<file path="config.mk">
export PLATFORM = sky130hd
export DESIGN_NAME = ntt_bu_pipe
export DESIGN_NICKNAME = d
export VERILOG_FILES = /design/src/rtl/ntt_bu_pipe.sv
export SDC_FILE = /design/constraint.sdc
export NUM_CORES = 2
export LEC_CHECK = 0
export CORE_MARGIN = 8
export CORE_UTILIZATION = 60
export DETAILED_ROUTE_END_ITERATION = 12
export MAX_ROUTING_LAYER = met4
export PLACE_DENSITY_LB_ADDON = 0.15
export SETUP_SLACK_MARGIN = 0.5
export SYNTH_ARGS = -nofsm -noshare
export SYNTH_HDL_FRONTEND = slang
export SYNTH_SLANG_ARGS = --single-unit
</file>
<file path="constraint.sdc">
create_clock -name clk_i -period 12.6 [get_ports clk_i]
set_input_delay 1.89 -clock clk_i [delete_from_list [all_inputs] [get_ports clk_i]]
set_output_delay 1.89 -clock clk_i [all_outputs]
set_load 0.01 [all_outputs]
</file>
<file path="src/rtl/ntt_bu_pipe.sv">
`default_nettype none
// ============================================================================
//  Module   : ntt_bu_pipe
//  Purpose  : Forward Cooley-Tukey NTT butterfly for the Dilithium ring,
//             a' = (a + w*b) mod Q and b' = (a - w*b) mod Q, Q = 8380417.
//             Four-stage pipeline under valid/ready with a pass-through tag.
//  Revision : 1.0 - initial release
// ============================================================================
module ntt_bu_pipe #(
  parameter int DATA_WIDTH = 32,
  parameter int Val_Q      = 8380417,
  parameter int TAG_WIDTH  = 8
) (
  input  logic                  clk_i,
  input  logic                  reset_i,
  input  logic                  in_valid_i,
  output logic                  in_ready_o,
  input  logic [DATA_WIDTH-1:0] a_i,
  input  logic [DATA_WIDTH-1:0] b_i,
  input  logic [DATA_WIDTH-1:0] w_i,
  input  logic [TAG_WIDTH-1:0]  tag_i,
  output logic                  out_valid_o,
  input  logic                  out_ready_i,
  output logic [DATA_WIDTH-1:0] ntt_data1_o,
  output logic [DATA_WIDTH-1:0] ntt_data2_o,
  output logic [TAG_WIDTH-1:0]  tag_o,
  output logic                  range_err_o
);

  localparam logic [23:0]           Q24   = 24'(Val_Q);
  localparam logic [DATA_WIDTH-1:0] Q_EXT = DATA_WIDTH'(Val_Q);

  // Whole pipeline moves together; it only freezes when a result is blocked.
  logic advance;
  assign advance    = !out_valid_o || out_ready_i;
  assign in_ready_o = advance;

  logic range_hit;
  assign range_hit = (a_i >= Q_EXT) || (b_i >= Q_EXT) || (w_i >= Q_EXT);

  // Stage registers
  logic                 s1_valid, s2_valid, s3_valid;
  logic [22:0]          s1_a, s1_b, s1_w, s2_a, s3_a, s3_m;
  logic [TAG_WIDTH-1:0] s1_tag, s2_tag, s3_tag;
  logic [45:0]          s2_p;
  logic                 range_err;
  logic [22:0]          out1, out2;
  logic [TAG_WIDTH-1:0] out_tag;
  logic                 out_valid;

  // S1: capture operands (truncated to 23 bits) and flag out-of-range inputs
  always_ff @(posedge clk_i) begin
    if (reset_i) begin
      s1_valid  <= 1'b0;
      s1_a      <= '0;
      s1_b      <= '0;
      s1_w      <= '0;
      s1_tag    <= '0;
      range_err <= 1'b0;
    end else if (advance) begin
      s1_valid <= in_valid_i;
      s1_a     <= a_i[22:0];
      s1_b     <= b_i[22:0];
      s1_w     <= w_i[22:0];
      s1_tag   <= tag_i;
      if (in_valid_i && range_hit) range_err <= 1'b1;
    end
  end

  // S2: full 46-bit product w*b
  always_ff @(posedge clk_i) begin
    if (reset_i) begin
      s2_valid <= 1'b0;
      s2_a     <= '0;
      s2_p     <= '0;
      s2_tag   <= '0;
    end else if (advance) begin
      s2_valid <= s1_valid;
      s2_a     <= s1_a;
      s2_p     <= 46'(s1_w) * 46'(s1_b);
      s2_tag   <= s1_tag;
    end
  end

  // Shift-add folding using 2^23 == 2^13 - 1 (mod Q); three folds bring the
  // product below 2Q, then one conditional subtract makes it exact.
  logic [22:0] hi1, lo1, l2, l3, m_red;
  logic [12:0] h2;
  logic [3:0]  h3;
  logic [35:0] x1;
  logic [26:0] x2;
  logic [23:0] x3;

  // Combinational reduction of the S2 product
  always_comb begin
    hi1   = s2_p[45:23];
    lo1   = s2_p[22:0];
    x1    = {hi1, 13'd0} - 36'(hi1) + 36'(lo1);
    h2    = x1[35:23];
    l2    = x1[22:0];
    x2    = {1'b0, h2, 13'd0} - 27'(h2) + 27'(l2);
    h3    = x2[26:23];
    l3    = x2[22:0];
    x3    = {7'd0, h3, 13'd0} - 24'(h3) + 24'(l3);
    m_red = (x3 >= Q24) ? 23'(x3 - Q24) : x3[22:0];
  end

  // S3: register the reduced product m = w*b mod Q
  always_ff @(posedge clk_i) begin
    if (reset_i) begin
      s3_valid <= 1'b0;
      s3_a     <= '0;
      s3_m     <= '0;
      s3_tag   <= '0;
    end else if (advance) begin
      s3_valid <= s2_valid;
      s3_a     <= s2_a;
      s3_m     <= m_red;
      s3_tag   <= s2_tag;
    end
  end

  logic [23:0] sum;
  logic [22:0] res1, res2;

  // Modular add/sub, each with a single conditional correction
  always_comb begin
    sum  = {1'b0, s3_a} + {1'b0, s3_m};
    res1 = (sum >= Q24) ? 23'(sum - Q24) : sum[22:0];
    res2 = (s3_a < s3_m) ? 23'({1'b0, s3_a} + Q24 - {1'b0, s3_m})
                         : (s3_a - s3_m);
  end

  // S4: output registers; data only reloads when a real result moves in
  always_ff @(posedge clk_i) begin
    if (reset_i) begin
      out_valid <= 1'b0;
      out1      <= '0;
      out2      <= '0;
      out_tag   <= '0;
    end else if (advance) begin
      out_valid <= s3_valid;
      if (s3_valid) begin
        out1    <= res1;
        out2    <= res2;
        out_tag <= s3_tag;
      end
    end
  end

  assign out_valid_o = out_valid;
  assign ntt_data1_o = DATA_WIDTH'(out1);
  assign ntt_data2_o = DATA_WIDTH'(out2);
  assign tag_o       = out_tag;
  assign range_err_o = range_err;

endmodule
`default_nettype wire
</file>
Word-level counts from Yosys, hierarchy flattened
Index checks and enable logic that the tools add are counted.

Register bits: 267. Input bits: 108. Logic and storage cells: 47.

Multiply operators: 1. $add $sub $neg: 12. $lt $le $gt $ge: 6. Multiplexer cells: 3. Reductions and logical operators: 7.

Operators with widths (count): 32-bit by 23-bit >= comparator with 1-bit output, second input constant (3); 23-bit 2-to-1 mux (3); 24-bit by 23-bit >= comparator with 1-bit output, second input constant (2); 23-bit by 23-bit multiplier with 46-bit output (1); 23-bit subtractor (2); 23-bit subtractor, second input constant (2); 36-bit by 23-bit adder with 36-bit output (1); 36-bit by 23-bit subtractor with 36-bit output (1); 27-bit by 23-bit adder with 27-bit output (1); 26-bit by 13-bit subtractor with 27-bit output (1); 23-bit by 23-bit adder with 24-bit output (1); 24-bit by 23-bit adder with 24-bit output (1); 23-bit adder, second input constant (1); 23-bit less-than comparator (1); 17-bit by 4-bit subtractor with 18-bit output (1); 2-bit AND reduction (2); 1-bit logical OR (3); 1-bit logical AND (1); 1-bit logical NOT (1).

Longest topological paths before layout
Word-level depth: 8. Gate-level depth with buffers: 52. Gate-level depth less buffers: 50.

Worst setup path before layout
OpenSTA, ideal clock, no wires.

Path type: flip-flop to flip-flop. Start: reg s2_p[14]. End: reg s3_m[19]. Clock period less this slack: 10270 ps. Path slack: 2330 ps. Arrival time: 10154 ps. Cell stages (with the launch flop): 49. Setup time: 117 ps. Buffers on the path: 2. Cells stage by stage: dfxtp_1 inv_1 fa_1 inv_1 ha_1 clkbuf_1 and3_1 a2111o_1 o31ai_1 o21bai_1 nand4_1 nand2_1 a21oi_1 nor2b_1 o21ai_0 nand2b_1 a21oi_1 o21bai_1 (+13 left out) a211oi_4 inv_1 ha_1 a21o_1 a2111o_1 o21bai_1 a41o_1 o41ai_1 o311ai_0 a21o_1 and2_1 o211ai_1 nand2_1 o41ai_4 buf_6 nand4_1 xnor2_1 a22o_1.

Longest elaborated chain between the ends: 7. Elaborated cells between the ends (all ways): 8. Classes of those cells: add/sub (6); order compare (1); mux (1).

RTL lines: start: declaration (RTL line 45) `logic [45:0] s2_p;`; start signal: assignment (RTL line 80) `s2_p <= 46'(s1_w) * 46'(s1_b);`; 36-bit by 23-bit adder with 36-bit output (*) (RTL line 98) `x1 = {hi1, 13'd0} - 36'(hi1) + 36'(lo1);`; 26-bit by 13-bit subtractor with 27-bit output (RTL line 101) `x2 = {1'b0, h2, 13'd0} - 27'(h2) + 27'(l2);`; 27-bit by 23-bit adder with 27-bit output (*) (RTL line 101); 17-bit by 4-bit subtractor with 18-bit output (RTL line 104) `x3 = {7'd0, h3, 13'd0} - 24'(h3) + 24'(l3);`; 24-bit by 23-bit adder with 24-bit output (*) (RTL line 104); 23-bit subtractor or 24-bit by 23-bit >= comparator with 1-bit output (tied branches) (RTL line 105) `m_red = (x3 >= Q24) ? 23'(x3 - Q24) : x3[22:0];`; 23-bit 2-to-1 mux (*) (RTL line 105); end signal: assignment (RTL line 118) `s3_m <= m_red;`; end: declaration (RTL line 43) `logic [22:0] s1_a, s1_b, s1_w, s2_a, s3_a, s3_m;`.

Every way passes the cells marked *; elsewhere a longest branch is shown, timed or not. A chain may end at the register's enable or synchronous reset.

Worst setup path after layout
Start: reg s2_p[17]. End: reg s3_m[18].

Same word-level chain as after synthesis.

==> out/results.ini <==
[outcome]
status = finished clean

[grt]
grt_max_degree = 105
grt-ovfl-total = 0
grt_pass1_wl_mm = 157
grt_pass1_vias = 30444
track_usage_pct = 29.4
antenna_found_initial = 6

[sta]
fin_skew_ns = 0.0230
period_minus_slack_ns = 11.09
finalCritPeriodShare_pct = 88.0
tns_ns = 0
max_slew.worst_pin.slew_ns = 1.29
hold_violations = 0
rsz0062_at_grt = no
setup_viol = 0
max_freq_mhz = 90.2
slew_headroom_pct = 14.1
finalMaxSlewViolations = 0

[routing]
ant_nets = 0
wire_per_inst_um = 18.0
drc_errors = 0
drt_wl_total_mm = 96.6
drt-pass1-iter-count = 5
first_iter_violations = 1664
via_count = 30168
viasPerCell = 5.62

[cells_and_area]
layout-drive-gt1-share_pct = 3.39
nFillCells = 5196
layout.nets = 5486
syn2layout_area_growth_pct = 9.63
final-seq-area_um2 = 5350
multi_input_area_um2 = 27300

[setup_path]
worstPathMaxFanout = 33
rr_startpoint = s2_p[17]$_SDFFE_PP0N_
cp_num_buf_inv = 4
ff2ff_path_depth = 48
r2r_end = s3_m[18]$_SDFFE_PP0N_
cp-end-kind = register
worstPathRequired_ns = 13.05
critPathMaxStageDelay_ns = 0.54
rrSetupSlack_ns = 1.51
slowest_stage = fa_1
arrival_ns = 11.53
critical_path.top_delay_family = compound AO/OA/AOI/OAI gates
startpoint_type = register
path_depth = 48
crit_type = register to register

[clock_network]
clkTransAtPathRegs_ns = 0.06
cts_root_buffer = clkbuf_16
clockBufferDepth = 3
cts_tree = done
clkSinkCount = 267
clkLatencyLatePin_ns = 0.58
numCtsBuffers = 36
htreeDepth = 2
postCtsHoldBufs = 0

[logic_synthesis]
synth_top_cell_area_share_pct = 25.8
synth_warnings = 0
ys_async_sr_fraction_pct = 0
synth-seq-area-share_pct = 14.8
ys.flop_type = dfxtp_1
syn_area_um2 = 36000
syn_avg_cell_area_um2 = 7.99
ys_types = 87
synth_top_area_cell = fa_1
synth.most_common_cell = nand2_1
ys_ff_latch = 267
synth.area.top_cells = fa_1, dfxtp_1, ha_1
syn_inst = 4508
synth_common_cells = nand2_1, inv_1, fa_1
synth_edf_count = 0

[place]
io_buffers = 164
gp_congestion = 0.987
hpwlAfterDp_mm = 77.2

[run]
maxCapViolations = 0

[floorplanning]
dieHeight_um = 261
io_pins = 183
start_util_pct = 60.2
dieArea_um2 = 68200
fp.dieW_um = 261
core_um2 = 59900
placementRows = 90

[min_path]
holdCritPathClass = register to register
min-delay-start = s2_a[15]$_SDFFE_PP0N_
min_to = s3_a[15]$_SDFFE_PP0N_
min_path_cells = 2

## flip-flops by register name, indices dropped and copies added, names as in the netlist, 23 cells and up
name / count
out2: 23
s2_p: 46
s1_a: 23
s3_a: 23
out1: 23
s3_m: 23
s1_w: 23
s1_b: 23
s2_a: 23
## logic make-up after synthesis
logic type               Yosys count  synth area share (%)
AO/OA/AOI/OAI                    782                  13.5
XOR/XNOR                         187                  4.54
adder cells (fa/ha/maj)          827                  38.4
buffers and inverters            908                  9.69
flip-flops                       267                  14.8
multiplexers                      13                 0.371
other                              1                0.0104
AND/OR/NAND/NOR                 1523                  18.6
## stage by stage
| stage | setup WS (ns) | hold WS [ns] | area [um^2] | std cells | utilization, % |
|---|---|---|---|---|---|
| 4_1_cts | 0.960 | 0.449 | 39400 | 5360 | 65.8 |
| 5_1_grt | 0.483 | 0.462 | 39500 | 5367 | 65.9 |
| 3_3_place_gp | 1.22 | 0.437 | 38200 | 5295 | 63.8 |
| 2_1_floorplan | 2.33 | 0.432 | 36100 | 4525 | - |
| 6_report | 1.51 | 0.447 | 39500 | 5368 | 66.0 |
| 3_5_place_dp | 1.04 | 0.442 | 38200 | 5295 | 63.8 |
## cell type report
type | count | share of cell area [%]
tap | 782 | 2.48
clock inverter | 16 | 0.513
clock buffer | 49 | 2.58
multi-input combinational | 3350 | 69.2
timing repair buffer | 214 | 5.15
inverter | 683 | 6.50
antenna | 7 | 0.0443
sequential | 267 | 13.5
## cell usage in the layout, fill, tap and decap left out, types with 18 or more instances in the layout
master and instances:
conb_1 18, ha_1 361, nand3_1 49, nor2_1 199
and3_1 27, and2_1 160, a31oi_1 23, inv_1 678
nand4_1 29, a21oi_1 355, nor2b_1 19, o21ai_0 105
nor4_1 20, dfxtp_1 267, clkbuf_16 36, o21bai_1 42
nand2_1 895, clkdlybuf4s50_1 163, nor3_1 53, fa_1 465
buf_4 49, xor2_1 67, o211ai_1 22, xnor2_1 120
a211oi_1 41, a21o_1 57, nand2b_1 22
## timing repair
| action | CTS | global route |
|---|---|---|
| resized for setup | 0 | 15 |
| setup buffers | 0 | 1 |
| endpoints found under the setup margin | 0 | 22 |
## routing by layer
metal  global-route usage (%)  vias to the layer above  part of all wire [%]
li1                         -                    14478                     -
met1                     34.7                    14619                    41
met2                     50.2                      856                    50
met3                     4.02                      215                   5.4
met4                     12.6                        0                   3.9
met5                        -                        -                     0
## tightest hold or removal path: cells and delay by family (launching register included)
kind	cells	cell delay, ns
AO/OA/AOI/OAI	1	0.05
AND/OR/NAND/NOR	1	0.05
flip-flops	1	0.30
## worst max path at each step
stage | start | to
final | s2_p[17]$_SDFFE_PP0N_ | s3_m[18]$_SDFFE_PP0N_
after detailed placement | s2_p[17]$_SDFFE_PP0N_ | s3_m[18]$_SDFFE_PP0N_
after CTS | s2_p[17]$_SDFFE_PP0N_ | s3_m[18]$_SDFFE_PP0N_
after global routing | s2_p[17]$_SDFFE_PP0N_ | s3_m[18]$_SDFFE_PP0N_
after floorplan | s2_p[14]$_SDFFE_PP0N_ | s3_m[19]$_SDFFE_PP0N_
after global placement | s2_p[17]$_SDFFE_PP0N_ | s3_m[18]$_SDFFE_PP0N_
Power is not shown: default switching activity piles up to over one toggle a cycle in this logic, so the estimate is an artifact.
